## config.mk

```make
export PLATFORM = sky130hd
export DESIGN_NAME = apb_master_bridge
export DESIGN_NICKNAME = d
export VERILOG_FILES = /design/src/rtl/POLI_types_pkg.sv /design/src/rtl/apb_master_bridge.sv
export SDC_FILE = /design/constraint.sdc
export NUM_CORES = 1
export LEC_CHECK = 0
export ABC_CLOCK_PERIOD_IN_PS = 2200
export BUFFER_PORTS_ARGS = -buffer_cell sky130_fd_sc_hd__buf_2
export CAP_MARGIN = 20
export CORE_MARGIN = 2
export CORE_UTILIZATION = 40
export DETAILED_ROUTE_END_ITERATION = 10
export GPL_TIMING_DRIVEN = 1
export PLACE_DENSITY = 0.67
export SLEW_MARGIN = 20
export SYNTH_ARGS = -nofsm -noshare
export SYNTH_HDL_FRONTEND = slang
export SYNTH_SLANG_ARGS = --single-unit
```

## constraint.sdc

```tcl
create_clock -name CLK -period 2.2 [get_ports CLK]
set_input_delay 0.22 -clock CLK [delete_from_list [all_inputs] [get_ports CLK]]
set_output_delay 0.22 -clock CLK [all_outputs]
set_load 0.05 [all_outputs]
```

## src/rtl/POLI_types_pkg.sv

```systemverilog
// ---------------------------------------------------------------------------
// POLI_types_pkg : shared POLI word size and APB master bridge state type
// Revision       : 1.0
// ---------------------------------------------------------------------------
`default_nettype none

package POLI_types_pkg;

  localparam int WORD_SIZE = 32;

  typedef enum logic [1:0] {
    IDLE   = 2'd0,
    SETUP  = 2'd1,
    ACCESS = 2'd2,
    RESP   = 2'd3
  } apb_master_state_t;

endpackage : POLI_types_pkg

`default_nettype wire

```

## src/rtl/apb_master_bridge.sv

```systemverilog
// ---------------------------------------------------------------------------
// apb_master_bridge : single-word request/response to APB initiator with timeout
// Revision          : 1.0
// ---------------------------------------------------------------------------
`default_nettype none

module apb_master_bridge
  import POLI_types_pkg::*;
#(
  parameter int TIMEOUT_CYCLES = 255,
  parameter int CNT_W          = 8    // 2**CNT_W must exceed TIMEOUT_CYCLES
) (
  input  logic                 CLK,
  input  logic                 RST,
  input  logic                 req_valid,
  output logic                 req_ready,
  input  logic [WORD_SIZE-1:0] req_addr,
  input  logic [WORD_SIZE-1:0] req_wdata,
  input  logic                 req_write,
  output logic                 rsp_valid,
  input  logic                 rsp_ready,
  output logic [WORD_SIZE-1:0] rsp_rdata,
  output logic                 rsp_timeout,
  output logic                 PSEL,
  output logic                 PENABLE,
  output logic [WORD_SIZE-1:0] PADDR,
  output logic                 PWRITE,
  output logic [WORD_SIZE-1:0] PWDATA,
  input  logic                 PREADY,
  input  logic [WORD_SIZE-1:0] PRDATA
);

  localparam bit               TO_EN   = (TIMEOUT_CYCLES != 0);
  localparam logic [CNT_W-1:0] TO_LAST = CNT_W'(TIMEOUT_CYCLES - 1);

  apb_master_state_t    state_q, state_d;
  logic [CNT_W-1:0]     cnt_q, cnt_d;
  logic                 psel_q, psel_d;
  logic                 penable_q, penable_d;
  logic [WORD_SIZE-1:0] paddr_q, paddr_d;
  logic                 pwrite_q, pwrite_d;
  logic [WORD_SIZE-1:0] pwdata_q, pwdata_d;
  logic                 rsp_valid_q, rsp_valid_d;
  logic [WORD_SIZE-1:0] rsp_rdata_q, rsp_rdata_d;
  logic                 rsp_timeout_q, rsp_timeout_d;

  always_comb begin
    state_d       = state_q;
    cnt_d         = cnt_q;
    psel_d        = psel_q;
    penable_d     = penable_q;
    paddr_d       = paddr_q;
    pwrite_d      = pwrite_q;
    pwdata_d      = pwdata_q;
    rsp_valid_d   = rsp_valid_q;
    rsp_rdata_d   = rsp_rdata_q;
    rsp_timeout_d = rsp_timeout_q;

    case (state_q)
      IDLE: begin
        if (req_valid) begin
          paddr_d   = req_addr;
          pwdata_d  = req_wdata;
          pwrite_d  = req_write;
          psel_d    = 1'b1;
          penable_d = 1'b0;
          state_d   = SETUP;
        end
      end
      SETUP: begin
        penable_d = 1'b1;
        cnt_d     = '0;
        state_d   = ACCESS;
      end
      ACCESS: begin
        // PREADY is tested first so a completion on the last allowed cycle wins
        if (PREADY) begin
          rsp_rdata_d   = pwrite_q ? '0 : PRDATA;
          rsp_timeout_d = 1'b0;
          rsp_valid_d   = 1'b1;
          psel_d        = 1'b0;
          penable_d     = 1'b0;
          state_d       = RESP;
        end else if (TO_EN && (cnt_q == TO_LAST)) begin
          rsp_rdata_d   = '0;
          rsp_timeout_d = 1'b1;
          rsp_valid_d   = 1'b1;
          psel_d        = 1'b0;
          penable_d     = 1'b0;
          state_d       = RESP;
        end else if (TO_EN) begin
          cnt_d = cnt_q + 1'b1;
        end
      end
      RESP: begin
        if (rsp_ready) begin
          rsp_valid_d = 1'b0;
          state_d     = IDLE;
        end
      end
      default: state_d = IDLE;
    endcase
  end

  always_ff @(posedge CLK) begin
    if (RST) begin
      state_q       <= IDLE;
      cnt_q         <= '0;
      psel_q        <= 1'b0;
      penable_q     <= 1'b0;
      paddr_q       <= '0;
      pwrite_q      <= 1'b0;
      pwdata_q      <= '0;
      rsp_valid_q   <= 1'b0;
      rsp_rdata_q   <= '0;
      rsp_timeout_q <= 1'b0;
    end else begin
      state_q       <= state_d;
      cnt_q         <= cnt_d;
      psel_q        <= psel_d;
      penable_q     <= penable_d;
      paddr_q       <= paddr_d;
      pwrite_q      <= pwrite_d;
      pwdata_q      <= pwdata_d;
      rsp_valid_q   <= rsp_valid_d;
      rsp_rdata_q   <= rsp_rdata_d;
      rsp_timeout_q <= rsp_timeout_d;
    end
  end

  assign req_ready   = (state_q == IDLE);
  assign rsp_valid   = rsp_valid_q;
  assign rsp_rdata   = rsp_rdata_q;
  assign rsp_timeout = rsp_timeout_q;
  assign PSEL        = psel_q;
  assign PENABLE     = penable_q;
  assign PADDR       = paddr_q;
  assign PWRITE      = pwrite_q;
  assign PWDATA      = pwdata_q;

endmodule : apb_master_bridge

`default_nettype wire

```

==> key figures, run 1 <==
Logic synthesis
  • Post-synthesis simple-gate area fraction: 24.2%
  • XOR/XNOR share of the synthesized area: 0.198%
  • Synthesized net count: 625
  • Synth top area share: 50.3%
  • Asr flop ratio synth: 0%
  • Post-synth EDFFs: 0
  • Biggest area consumer among synthesized cells: dfxtp_1
  • Count leader, synth: nand2_1
  • Compound-Gate Fraction of Synth Area: 10.9%
  • Syn Area/Cell: 8.56 um2
  • Yosys warns: 0
  • Synthesized area: 0.00442 mm2
  • Most common library cells after synthesis: nand2_1, dfxtp_1, a21oi_1
  • Synthesized flop and latch total: 111
  • Synth Flop Type: dfxtp_1
  • Mux cell area share after synthesis: 7.25%
  • Syn Inst Count: 516
  • Synth top area cells: dfxtp_1, nand2_1, a21oi_1
  • Synth Area in Adders: 1.98%
  • Yosys cell types: 37
  • Post-synthesis sequential area ratio: 50.3%
  • Largest family of logic cells by synthesized area: simple AND/OR/NAND/NOR gates

Clock tree
  • Resize count post-CTS: 0
  • Root buf cell: clkbuf_8
  • Post-CTS Setup Inserts: 0
  • Clock Sinks: 111
  • Worst-skew pair later-pin latency: 0.37 ns
  • Number of CTS-inserted buffers: 9
  • # H-tree levels: 3
  • CTS tree: done
  • Hold_buf cts: 0
  • Clock buffer depth: 2
  • Clock Pin Slew Worst Setup and Hold Paths: 0.09 ns

Route
  • Vias per inst: 4.79
  • DRC viols: 0
  • M1 WL: 4800 um
  • Routed Antenna Nets: 0
  • Met2 Wirelength: 5060 um
  • DRT Wirelength: 11,100 um
  • Via count: 4,044
  • DRT Pass-1 Iters: 4
  • DR WL/cell: 13.1 um
  • Met3 routed WL: 1100 um
  • Max Used Layer: met4
  • DRT iter0 DRCs: 265

Finish
  • Final Non-Filler Cells: 845
  • Area grow syn2layout: 28.6%
  • Final Util: 52.6%
  • Design area: 0.00568 mm2
  • Number of diodes: 0
  • Layout net count: 809
  • Layout cells sized above 1: 32.8%

STA
  • Clock skew: 0.0117 ns
  • Rel. slew slack: 60.1%
  • Unrepaired setup endpoints after global routing: false
  • Final period util: 85.8%
  • TNS Setup: 0 ns
  • Fin. Hold Viols: 0
  • Peak Freq: 530 MHz
  • Min Tclk post-route: 1.89 ns
  • Final setup viols: 0
  • Final Slew Violations: 0
  • Slew @ Worst Pin: 0.598 ns

Global routing
  • Initial antenna violation count: 0
  • Number of global-route vias before repair: 3,893
  • GR Overflow Total: 0
  • Pin count of the biggest net entering global routing: 67
  • First-pass GRT wire length: 17,500 um
  • GRT Total Usage: 18.4%

Power
  • Comb pwr share: 40.9%
  • Pint: 0.00356 W
  • Switching pwr: 0.00273 W
  • Clk pwr share: 20.0%
  • PD cells: 1110 mW/mm2
  • Sw Share: 43.4%
  • Worst vdd ir: 0.724 mV
  • P_leak: 2.57 nW
  • Sequential Power Share: 39.1%

Critical path
  • CP max stage cell: a21boi_1
  • Critical R2R Launch: state_q[0]
  • Max incr delay on CP: 0.49 ns
  • Critical Path RT: 2.49 ns
  • Crit path from: state_q[0]
  • Critical-path cell list: inv_1 -> ha_1 -> and2b_1 -> a21boi_1 -> o21ai_0 -> a21oi_1
  • Worst Path Arrival: 2.18 ns
  • Startpoint Class: register
  • Critical Path Sink Type: register
  • Worst setup path class: register to register
  • CP max FO: 9

Die
  • Initial core utilization: 40.9%
  • FP Rows: 38
  • Die Outline Area: 0.0119 mm2
  • Die X: 109 um
  • Core area: 0.0108 mm2
  • Die Y: 109 um
  • IO Count: 204

Placement
  • PortBufs: 203
  • Post-DP Area: 0.00547 mm2
  • Number of cells after detailed placement: 829
  • GPL Wtd Cong: 0.812
  • Detailed placement HPWL: 8000 um

Run status
  • Status: completed

Min path
  • Hold Path Origin: rsp_ready
  • Hold Path Class: input pin to register

Job
  • Number of max-cap violations: 0
-- power by group through the flow --
stage / Combinational (W) / Clock [W] / Sequential (W)
after floorplan: 0.00107 / 0 / 0.00344
after global placement: 0.00254 / 0 / 0.00249
after detailed placement: 0.00259 / 0 / 0.00251
after CTS: 0.00259 / 0.00131 / 0.00246
after global routing: 0.00277 / 0.00138 / 0.00250
final: 0.00257 / 0.00126 / 0.00246
-- per-stage QoR --
stage	total power, W	hold WS, ns	setup WS (ns)
CTS	0.00636	0.0404	0.295
global route	0.00665	0.0351	0.0288
global placement	0.00504	0.439	0.455
floorplan	0.00451	0.336	0.340
detailed placement	0.00510	0.447	0.327
finish	0.00629	0.0662	0.312
-- state kept, by name (all words and copies together), names as in the netlist --
register     flops
PADDR           32
PWDATA          32
rsp_rdata       32
cnt_q            8
state_q          2
PENABLE          1
PSEL             1
PWRITE           1
rsp_timeout      1
rsp_valid        1
-- critical path, delay by kind of cell (launching register included) --
kind,cells,cell delay (ns)
fa+ha+maj,1,0.32
simple gates,1,0.23
flops,1,0.35
buf+inv,1,0.11
compound gates,3,0.81
-- final cells by class --
class / instances / area, um2
fill: 1029 / 5110
multi-input combinational: 366 / 1980
tap: 140 / 175
clock inverter: 5 / 56.3
timing repair buffer: 208 / 1080
sequential: 111 / 2220
inverter: 4 / 15.0
clock buffer: 11 / 151
-- per-layer routing --
| layer | vias to the layer above | track usage, % |
|---|---|---|
| li1 | 2064 | - |
| met1 | 1820 | 22.1 |
| met2 | 149 | 30.6 |
| met3 | 11 | 6.40 |
| met4 | 0 | 6.14 |
| met5 | - | 0 |
-- cell families (layout without fill, tap and decap cells) --
logic type | count (synthesis) | count (layout)
AOI/OAI and AO/OA | 89 | 89
xor gates and xnor gates | 1 | 1
adders and majority gates | 7 | 7
buffers and inverters | 39 | 228
DFF | 111 | 111
muxes | 32 | 32
and+or+nand+nor | 237 | 237
-- path summary, 6_finish.rpt --
| kind | to | slack [ns] | cells past startpoint |
|---|---|---|---|
| max reg2reg | state_q[0] | 0.31 | 6 |
| min reg2reg | PADDR[0] | 0.46 | 2 |
| max | state_q[0] | 0.31 | 6 |
| min | rsp_valid | 0.07 | 2 |
-- cell usage in the layout, fill, tap and decap left out, types with 2 or more instances in the layout --
cell type  instances
nand4b_1           2
mux2i_1           32
nand4_1            3
nand2b_1          37
clkbuf_8          11
ha_1               7
or4_1              3
o211ai_1           2
buf_2            202
inv_1              4
nand2_1          167
a21oi_1           74
or3_1              2
a311oi_1           2
dfxtp_1          111
o21ai_0            3
nor2_1             4
buf_12             2
buf_4              4
clkinv_2           2
o311ai_0           2
nand3_1           10
Note: power is estimated with default switching activity, not from simulation.
==> inputs of run 2 (changes only) <==
--- a/config.mk
+++ b/config.mk
@@ -5,14 +5,13 @@
 export SDC_FILE = /design/constraint.sdc
 export NUM_CORES = 1
 export LEC_CHECK = 0
-export ABC_CLOCK_PERIOD_IN_PS = 2200
-export BUFFER_PORTS_ARGS = -buffer_cell sky130_fd_sc_hd__buf_2
 export CAP_MARGIN = 20
 export CORE_MARGIN = 2
 export CORE_UTILIZATION = 40
 export DETAILED_ROUTE_END_ITERATION = 10
+export DONT_BUFFER_PORTS = 1
 export GPL_TIMING_DRIVEN = 1
-export PLACE_DENSITY = 0.67
+export PLACE_DENSITY = 0.51
 export SLEW_MARGIN = 20
 export SYNTH_ARGS = -nofsm -noshare
 export SYNTH_HDL_FRONTEND = slang
==> run 2 against run 1 <==
- combinational power is 44% lower
- total power decreased by 4.9%
- cell count decreased by 12%
- routed wire length up 6.2%
- critical path type unchanged
- largest cell class unchanged
- highest routed layer unchanged
==> key figures, run 2 (synthesis results as in run 1) <==
STA
  • Min Tclk post-route: 1.90 ns (was 1.89 ns)
  • TNS Setup: 0 ns (unchanged)
  • Final worst slack: 0.299 ns (was 0.312 ns)
  • Fin. Hold Viols: 0 (unchanged)
  • Rel. slew slack: 56.4% (was 60.1%)
  • Clock skew: 0.00599 ns (was 0.0117 ns)
  • Final Slew Violations: 0 (unchanged)
  • Slew @ Worst Pin: 0.654 ns (was 0.598 ns)
  • Final setup viols: 0 (unchanged)
  • Peak Freq: 526 MHz (was 530 MHz)
  • Unrepaired setup endpoints after global routing: false (unchanged)
  • Final period util: 86.4% (was 85.8%)

Run status
  • Status: completed (unchanged)

Placement
  • Number of cells after detailed placement: 626 (was 829)
  • DP Worst Slack: 0.292 ns (was 0.327 ns)
  • PortBufs: 0 (was 203)
  • Detailed placement HPWL: 6960 um (was 8000 um)
  • GPL Wtd Cong: 0.761 (was 0.812)

Min path
  • Hold Path Class: input pin to register (unchanged)

Die
  • Core area: 0.0108 mm2 (unchanged)
  • Initial core utilization: 40.9% (unchanged)
  • IO Count: 204 (unchanged)
  • Die Y: 109 um (unchanged)
  • FP Rows: 38 (unchanged)
  • Die X: 109 um (unchanged)
  • Die Outline Area: 0.0119 mm2 (unchanged)

Finish
  • Final Non-Filler Cells: 742 (was 845)
  • Fillers: 961 (was 1,029)
  • Commonest non-fill, non-tap cell in the layout: nand2_1 (was buf_2)
  • Final Util: 52.2% (was 52.6%)
  • Layout net count: 707 (was 809)
  • Layout cells sized above 1: 3.99% (was 32.8%)
  • Area occupied by multi-input gates: 0.00198 mm2 (unchanged)
  • Area grow syn2layout: 27.7% (was 28.6%)
  • Most frequent cells in the layout: nand2_1, dfxtp_1, dlygate4sd3_1, a21oi_1, nand2b_1 (was buf_2, nand2_1, dfxtp_1, a21oi_1, nand2b_1)
  • Register area: 0.00222 mm2 (unchanged)
  • Number of diodes: 0 (unchanged)

Global routing
  • GRT Total Usage: 19.3% (was 18.4%)
  • Pin count of the biggest net entering global routing: 81 (was 67)
  • Number of global-route vias before repair: 3,735 (was 3,893)
  • GR Overflow Total: 0 (unchanged)
  • Initial antenna violation count: 0 (unchanged)
  • First-pass GRT wire length: 17,900 um (was 17,500 um)

Critical path
  • Startpoint Class: register (unchanged)
  • Worst Path Arrival: 2.20 ns (was 2.18 ns)
  • Worst setup path class: register to register (unchanged)
  • Critical Path Sink Type: register (unchanged)
  • CP max FO: 33 (was 9)
  • Critical Path RT: 2.49 ns (about the same)

Job
  • Number of max-cap violations: 0 (unchanged)

Power
  • Worst vdd ir: 0.855 mV (was 0.724 mV)
  • P_leak: 2.04 nW (was 2.57 nW)
  • PD cells: 1060 mW/mm2 (was 1110 mW/mm2)

Clock tree
  • Clock Sinks: 111 (unchanged)
  • Hold_buf cts: 101 (was 0)
  • Clock Pin Slew Worst Setup and Hold Paths: 0.09 ns (about the same)
  • Post-CTS Setup Inserts: 0 (unchanged)
  • CTS tree: done (unchanged)
  • Clock buffer depth: 2 (unchanged)
  • Resize count post-CTS: 0 (unchanged)
  • Root buf cell: clkbuf_8 (unchanged)
  • Worst-skew pair later-pin latency: 0.38 ns (was 0.37 ns)
  • Number of CTS-inserted buffers: 9 (unchanged)
  • # H-tree levels: 3 (unchanged)

Route
  • Via count: 3,806 (was 4,044)
  • DRT iter0 DRCs: 146 (was 265)
  • Routed Antenna Nets: 0 (unchanged)
  • DRT Wirelength: 11,800 um (was 11,100 um)
  • Vias per inst: 5.13 (was 4.79)
  • DR WL/cell: 15.9 um (was 13.1 um)
  • DRT Pass-1 Iters: 4 (unchanged)
  • DRC viols: 0 (unchanged)
run 2: cell type report:
type | instances | area share, %
multi-input cells | 366 | 35.1
clock buffers | 14 | 2.71
inverters | 4 | 0.266
well taps | 140 | 3.11
repair buffers | 106 | 19.4
flip-flops and latches | 111 | 39.4
clock inverters | 1 | 0.0888
run 2: worst paths after layout:
kind | end | startpoint | slack (ns) | cells past startpoint
worst max-delay path | rsp_rdata[27] | cnt_q[1] | 0.30 | 5
worst min-delay path | rsp_rdata[24] | RST | 0.02 | 2
worst max register to register | rsp_rdata[27] | cnt_q[1] | 0.30 | 5
worst min register to register | state_q[0] | state_q[0] | 0.52 | 2
run 2: stage by stage:
step | hold WS, ns | instance area (um2) | total power [W]
final | 0.0204 | 5640 | 0.00598
after global routing | 0.00139 | 5640 | 0.00631
after CTS | 0.000542 | 5640 | 0.00603
after detailed placement | 0.301 | 4450 | 0.00478
after global placement | 0.301 | 4450 | 0.00473
after floorplan | 0.336 | 4420 | 0.00451
run 2: critical path, stage by stage, from the launching register on:
cell and delay [ns]:
dfxtp_1 0.44, ha_1 0.21, and3_4 0.19, a21o_1 0.13, and2_4 0.53, mux2i_1 0.30
run 2: power by group:
part | switching, W | internal [W] | total (W)
Clock | 0.000638 | 0.000438 | 0.00108
Sequential | 0.00116 | 0.00230 | 0.00347
Combinational | 0.000871 | 0.000567 | 0.00144
run 2: metal layers:
layer | part of all wire (%) | global-route usage (%) | routed length (um) | vias to the layer above
li1 | - | - | - | 1859
met1 | 39 | 20.6 | 4570 | 1789
met3 | 10 | 9.32 | 1210 | 5
met5 | 0 | 0 | 0 | -
met4 | 0.76 | 4.76 | 89 | 0
met2 | 50 | 34.1 | 5920 | 153
